--- config.mk ---
export PLATFORM = sky130hd
export DESIGN_NAME = lpc_frame_seq
export DESIGN_NICKNAME = d
export VERILOG_FILES = /design/src/rtl/lpc_pkg.sv /design/src/rtl/lpc_seq_regs.sv /design/src/rtl/lpc_frame_seq.sv
export SDC_FILE = /design/constraint.sdc
export NUM_CORES = 1
export LEC_CHECK = 0
export ABC_AREA = 1
export CORE_UTILIZATION = 46
export CTS_BUF_LIST = sky130_fd_sc_hd__clkbuf_4
export DETAILED_ROUTE_END_ITERATION = 16
export PLACE_DENSITY = 0.78
export SLEW_MARGIN = 20
export SYNTH_ARGS = -nofsm -noshare
export SYNTH_HDL_FRONTEND = slang
export SYNTH_HIERARCHICAL = 1
export SYNTH_SLANG_ARGS = --single-unit
--- constraint.sdc ---
create_clock -name clk -period 1.75 [get_ports clk]
set_clock_uncertainty 0.05 [all_clocks]
set_input_delay 0.35 -clock clk [delete_from_list [all_inputs] [get_ports clk]]
set_output_delay 0.35 -clock clk [all_outputs]
set_load 0.05 [all_outputs]
--- src/rtl/lpc_pkg.sv ---
// Shared types and constants for the LPC frame sequencer.
// Holds the sequencer state enum, register map and default read value.
package lpc_pkg;

    typedef enum logic [2:0] {
        StIdle,
        StCollect,
        StLdrClr,
        StLdrRun,
        StFeRun,
        StPublish
    } seq_state_e;

    localparam logic [15:0] AddrRate     = 16'h0000;
    localparam logic [15:0] AddrStatus   = 16'h0001;
    localparam logic [15:0] AddrFrameCnt = 16'h0002;
    localparam logic [15:0] RdDefault    = 16'h0bad;

endpackage

--- src/rtl/lpc_seq_regs.sv ---
// Avalon-MM register file for the LPC frame sequencer: rate, sticky status
// flags with write-one-to-clear, and the read-only frame counter.
module lpc_seq_regs
    import lpc_pkg::*;
(
    input  logic        clk_i,
    input  logic        rst_ni,
    input  logic [15:0] address_i,
    input  logic        read_i,
    input  logic        write_i,
    input  logic [15:0] writedata_i,
    input  logic        ovr_set_i,
    input  logic        tmo_set_i,
    input  logic [15:0] frame_cnt_i,
    output logic [15:0] readdata_o,
    output logic [15:0] rate_o,
    output logic        overrun_o,
    output logic        timeout_o
);

    logic [15:0] rate_q, rate_d;
    logic        ovr_q, ovr_d;
    logic        tmo_q, tmo_d;
    logic [15:0] rdata_q, rdata_d;
    logic [15:0] rd_mux;

    always_comb begin
        rate_d = rate_q;
        ovr_d  = ovr_q;
        tmo_d  = tmo_q;
        if (write_i && address_i == AddrRate) begin
            rate_d = writedata_i;
        end
        if (write_i && address_i == AddrStatus) begin
            if (writedata_i[0]) ovr_d = 1'b0;
            if (writedata_i[1]) tmo_d = 1'b0;
        end
        // A new error event in the same cycle beats the clear.
        if (ovr_set_i) ovr_d = 1'b1;
        if (tmo_set_i) tmo_d = 1'b1;
    end

    always_comb begin
        rd_mux = RdDefault;
        case (address_i)
            AddrRate:     rd_mux = rate_q;
            AddrStatus:   rd_mux = {14'b0, tmo_q, ovr_q};
            AddrFrameCnt: rd_mux = frame_cnt_i;
            default:      rd_mux = RdDefault;
        endcase
        rdata_d = read_i ? rd_mux : 16'h0000;
    end

    always_ff @(posedge clk_i or negedge rst_ni) begin
        if (!rst_ni) begin
            rate_q  <= 16'h0000;
            ovr_q   <= 1'b0;
            tmo_q   <= 1'b0;
            rdata_q <= 16'h0000;
        end else begin
            rate_q  <= rate_d;
            ovr_q   <= ovr_d;
            tmo_q   <= tmo_d;
            rdata_q <= rdata_d;
        end
    end

    assign readdata_o = rdata_q;
    assign rate_o     = rate_q;
    assign overrun_o  = ovr_q;
    assign timeout_o  = tmo_q;

endmodule

--- src/rtl/lpc_frame_seq.sv ---
// LPC frame sequencer: collects a frame of samples, then drives LDR solve,
// pitch estimation and publish. Define LPC_SEQ_WDOG_EN for the LDR watchdog.
module lpc_frame_seq
    import lpc_pkg::*;
#(
    parameter int unsigned AW  = 8,
    parameter int unsigned TMO = 1023
) (
    input  logic          clk,
    input  logic          rst,
    input  logic          sample_v,
    output logic          ldr_start,
    output logic          ldr_rst,
    input  logic          ldr_done,
    output logic          fe_v,
    output logic          fe_rst,
    output logic [AW-1:0] fe_addr,
    output logic          peak_v,
    output logic          peak_rst,
    output logic          frame_valid,
    output logic          overrun,
    output logic          timeout,
    input  logic [15:0]   address,
    input  logic          read,
    input  logic          write,
    input  logic [15:0]   writedata,
    output logic [15:0]   readdata
);

    seq_state_e    state_q, state_d;
    logic [AW-1:0] idx_q, idx_d;
    logic [AW-1:0] rate_act_q, rate_act_d;
    logic [AW-1:0] proc_rate_q, proc_rate_d;
    logic [AW-1:0] fe_addr_q, fe_addr_d;
    logic [15:0]   frame_cnt_q, frame_cnt_d;
    logic          ldr_first_q, ldr_first_d;
    logic [15:0]   rate_reg;
    logic          boundary;
    logic          ovr_set;
    logic          tmo_set;

`ifdef LPC_SEQ_WDOG_EN
    localparam int unsigned WW = (TMO < 2) ? 1 : $clog2(TMO + 1);
    logic [WW-1:0] wdog_q, wdog_d;
    assign wdog_d = (state_q == StLdrRun) ? wdog_q + 1'b1 : '0;
`endif

    // Index runs whenever the sequencer is active, so the next frame is
    // gathered while the current one is still being processed.
    assign boundary = sample_v && (idx_q == rate_act_q) && (state_q != StIdle);

    always_comb begin
        state_d     = state_q;
        idx_d       = idx_q;
        rate_act_d  = rate_act_q;
        proc_rate_d = proc_rate_q;
        fe_addr_d   = fe_addr_q;
        frame_cnt_d = frame_cnt_q;
        ldr_start   = 1'b0;
        ldr_rst     = 1'b0;
        fe_v        = 1'b0;
        fe_rst      = 1'b0;
        peak_v      = 1'b0;
        peak_rst    = 1'b0;
        frame_valid = 1'b0;
        ovr_set     = 1'b0;
        tmo_set     = 1'b0;

        if (state_q != StIdle && sample_v) begin
            if (boundary) begin
                idx_d      = '0;
                rate_act_d = rate_reg[AW-1:0];
            end else begin
                idx_d = idx_q + 1'b1;
            end
        end
        if (boundary && state_q != StCollect) ovr_set = 1'b1;

        case (state_q)
            StIdle: begin
                if (|rate_reg) begin
                    state_d    = StCollect;
                    rate_act_d = rate_reg[AW-1:0];
                    idx_d      = '0;
                end
            end
            StCollect: begin
                peak_v = 1'b1;
                if (boundary) begin
                    state_d     = StLdrClr;
                    proc_rate_d = rate_act_q;
                end
            end
            StLdrClr: begin
                ldr_rst = 1'b1;
                fe_rst  = 1'b1;
                state_d = StLdrRun;
            end
            StLdrRun: begin
                ldr_start = ldr_first_q;
                if (ldr_done) begin
                    state_d   = StFeRun;
                    fe_addr_d = '0;
                end
`ifdef LPC_SEQ_WDOG_EN
                else if (wdog_q == WW'(TMO)) begin
                    tmo_set = 1'b1;
                    ldr_rst = 1'b1;
                    state_d = StCollect;
                end
`endif
            end
            StFeRun: begin
                fe_v = 1'b1;
                if (fe_addr_q == proc_rate_q) begin
                    fe_addr_d = '0;
                    state_d   = StPublish;
                end else begin
                    fe_addr_d = fe_addr_q + 1'b1;
                end
            end
            StPublish: begin
                frame_valid = 1'b1;
                peak_rst    = 1'b1;
                frame_cnt_d = frame_cnt_q + 16'd1;
                state_d     = StCollect;
            end
            default: state_d = StIdle;
        endcase
    end

    assign ldr_first_d = (state_q == StLdrClr);

    always_ff @(posedge clk or negedge rst) begin
        if (!rst) begin
            state_q     <= StIdle;
            idx_q       <= '0;
            rate_act_q  <= '0;
            proc_rate_q <= '0;
            fe_addr_q   <= '0;
            frame_cnt_q <= 16'h0000;
            ldr_first_q <= 1'b0;
        end else begin
            state_q     <= state_d;
            idx_q       <= idx_d;
            rate_act_q  <= rate_act_d;
            proc_rate_q <= proc_rate_d;
            fe_addr_q   <= fe_addr_d;
            frame_cnt_q <= frame_cnt_d;
            ldr_first_q <= ldr_first_d;
        end
    end

`ifdef LPC_SEQ_WDOG_EN
    always_ff @(posedge clk or negedge rst) begin
        if (!rst) wdog_q <= '0;
        else      wdog_q <= wdog_d;
    end
`endif

    assign fe_addr = fe_addr_q;

    lpc_seq_regs u_regs (
        .clk_i       (clk),
        .rst_ni      (rst),
        .address_i   (address),
        .read_i      (read),
        .write_i     (write),
        .writedata_i (writedata),
        .ovr_set_i   (ovr_set),
        .tmo_set_i   (tmo_set),
        .frame_cnt_i (frame_cnt_q),
        .readdata_o  (readdata),
        .rate_o      (rate_reg),
        .overrun_o   (overrun),
        .timeout_o   (timeout)
    );

endmodule

==> impl_metrics.py <==
metrics = {
    "sta": {
        "finalCritPeriodShare": 1.05,
        "max_freq_ghz": 0.545,
        "hold_viol": 0,
        "post-route-min-period_ns": 1.83,
        "setup_viol": 6,
        "layout_setup_ws_ns": -0.0850,
        "rsz0062_at_grt": "yes",
        "fin_hold_ws_ns": 0.303,
        "maxSlewViolCount": 0,
    },
    "pwr": {
        "power.total_w": 0.00618,
        "p_per_area_mw_per_mm2": 1080,
        "ir_worst_vdd_mv": 0.593,
        "p_leak_nw": 2.81,
    },
    "flow_run": {
        "drv_cap": 0,
    },
    "place": {
        "place.gp.congestion": 0.850,
        "io_buffers": 70,
        "dp_slack_ns": -0.151,
        "dpl.hpwl_um": 7630,
        "placed_area_mm2": 0.00534,
    },
    "yosys": {
        "synth_compound_area_frac": 0.0541,
        "synthAdderAreaFrac": 0.00863,
        "ys_warn_count": 6,
        "synth_top_family_by_area": "simple AND/OR/NAND/NOR gates",
        "ys_seq_elements": 86,
        "syn_inst": 532,
        "synthSimpleGateAreaFrac": 0.320,
        "synth_area_mm2": 0.00435,
        "synth.avg_cell_area_um2": 8.17,
        "ys_types": 39,
        "synth_mux_area_frac": 0,
        "synth_xor_area_frac": 0.0564,
        "synth_seq_area_share": 0.495,
        "synthesis.nets": 573,
    },
    "finish": {
        "antennaDiodeCount": 0,
        "multi_input_area_mm2": 0.00202,
        "stdcell_area_mm2": 0.00570,
        "layout_common_cells": "155 x nand2_1, 84 x dfrtp_1, 53 x nor2_1, 53 x buf_4, 49 x nand3_1",
        "drive_above_1_share": 0.214,
        "area_delta_synth_final_pct": 31.0,
        "seq_area_mm2": 0.00215,
        "final_common_cell": "nand2_1",
        "nFillCells": 785,
        "fin_nets": 677,
    },
    "global_route": {
        "antenna_found_initial": 0,
        "grt_pass1_vias": 3693,
        "grt_overflow_total": 0,
        "grt_pass1_wl_um": 17100,
        "grt_use_total": 0.220,
        "grt_max_degree": 40,
    },
    "floorplan": {
        "chipWidth_um": 99.2,
        "rows": 35,
        "start_util": 0.473,
        "die-area_mm2": 0.00984,
        "die_h_um": 99.2,
        "fp.coreArea_mm2": 0.00920,
        "num_io_pins": 71,
    },
    "route": {
        "wirelength_um": 10300,
        "routed_via_density": 5.11,
        "wire_per_inst_um": 13.7,
        "antenna_left": 0,
        "vias": 3840,
        "initialDrtViolationCount": 179,
        "dr.pass1.iters": 5,
        "drcViolationCount": 0,
    },
    "worst_setup_path": {
        "end_kind": "output port",
        "crit_start": "state_q[2]",
        "critPathKind": "flip-flop to output port",
        "r2r_start": "state_q[1]",
        "reg2reg_to": "frame_cnt_q[15]",
        "cp-start-kind": "flip-flop",
        "cp_data_arrival_time_ns": 1.43,
        "worst-r2r-setup-slack_ns": 0.05,
        "rr_worst_depth": 9,
        "cp_data_required_time_ns": 1.35,
        "crit_path_max_fanout": 4,
    },
    "clocking": {
        "cts_tree": "built",
        "clockRootBuffer": "clkbuf_4",
        "numCtsBuffers": 9,
        "clock_latency_ns": 0.44,
        "clock_path_buffers": 2,
        "clkSinkCount": 86,
        "htree_levels": 3,
        "clk_pin_slew_worst_paths_ns": 0.13,
    },
    "run_status": {
        "violations": "setup timing",
        "status": "finished, violations left",
    },
    "min_path": {
        "holdCritPathClass": "input pin to async pin",
    },
}
## cell type report
class                   count  area share
multi-input cells         386       0.355
well taps                 111      0.0244
flip-flops and latches     86       0.378
clock buffers              10      0.0132
repair buffers            105       0.186
clock inverters             5     0.00901
inverters                  48      0.0343
## cell usage after synthesis
library cell    n  area [um2]
nand2_4         2        22.5
inv_2           4        15.0
a21boi_0        1        7.51
nor4_1          1        6.26
xnor2_1        14         123
a21o_1          1        7.51
inv_1          43         161
nand2_2         8        50.1
nand4_1         2        12.5
nand2_1       158         593
inv_6           1        8.76
conb_1          1        3.75
o21ai_1         3        15.0
nand3b_1        2        15.0
ha_1            3        37.5
nand3_1        50         250
buf_8           1        15.0
o21ai_0        17        85.1
nand3_4         1        17.5
nand3_2         2        20.0
nor3_2          1        10.0
a21oi_2         2        17.5
nor2_1         60         225
buf_2           3        15.0
or2_2           1        6.26
dfrtp_1        86        2150
o21ai_2         1        8.76
clkbuf_1        2        7.51
buf_4           5        37.5
nor2_2          9        56.3
and2_1          1        6.26
nor3_1          5        25.0
a21oi_1        15        75.1
buf_6           2        22.5
nor2_4          5        56.3
or2_0           1        6.26
nand4_2         1        12.5
xor2_1         14         123
o22ai_1         3        18.8
## worst max path at each step
stage / to / slack, ns / cells after the start
floorplan: fe_addr[2] / 0.02 / 7
global placement: rate_act_q[7] / -0.1 / 6
detailed placement: u_regs/readdata_o[11] / -0.15 / 9
CTS: ldr_start / -0.11 / 6
global route: ldr_start / -0.14 / 6
finish: ldr_start / -0.08 / 6
## critical path, cell delays in order (launching register included)
cell,delay [ns]
dfrtp_2,0.45
inv_4,0.08
nand2_4,0.06
nor2_4,0.10
inv_2,0.06
nor2_4,0.10
buf_12,0.14
## flip-flops by register name, summed over array words and instances, names as in the netlist, 3 cells and up
name and flops:
u_regs/rate_o 16, state_q 3, proc_rate_q 8, idx_q 8, fe_addr 8, frame_cnt_q 16, rate_act_q 8, u_regs/readdata_o 16
## per-stage QoR
stage                     setup TNS (ns)  cells  utilization
final                             -0.328    751        0.619
after floorplan                        0    532            -
after global placement             -2.86    720        0.581
after detailed placement           -4.79    720        0.581
after global routing              -0.744    751        0.619
after CTS                         -0.455    745        0.608
## cells by family after synthesis
family	Yosys count
XOR/XNOR	28
adder cells (fa/ha/maj)	3
other	1
AO/OA/AOI/OAI	43
buffers and inverters	61
AND/OR/NAND/NOR	310
flip-flops	86
## routing by layer
metal	vias to the layer above	track usage	share of wire
li1	1881	-	-
met4	0	0.0814	0.022
met3	21	0.0401	0.058
met2	151	0.365	0.48
met5	-	0	0
met1	1787	0.290	0.44
## report_power, final
group,switching (W),total [W],internal [W]
registers,0.000311,0.00254,0.00223
logic,0.00146,0.00255,0.00109
clock network,0.000652,0.00109,0.000435
total,0.00242,0.00618,0.00376
## timing repair
action                                 CTS  global route
setup endpoints to repair                7            33
resized for setup                       15            15
hold buffers                             1             0
pin swaps                                4             7
endpoints found under the hold margin   26             0
gates cloned                             0             1
setup buffers                            9             5
(Power assumes the default switching activity.)
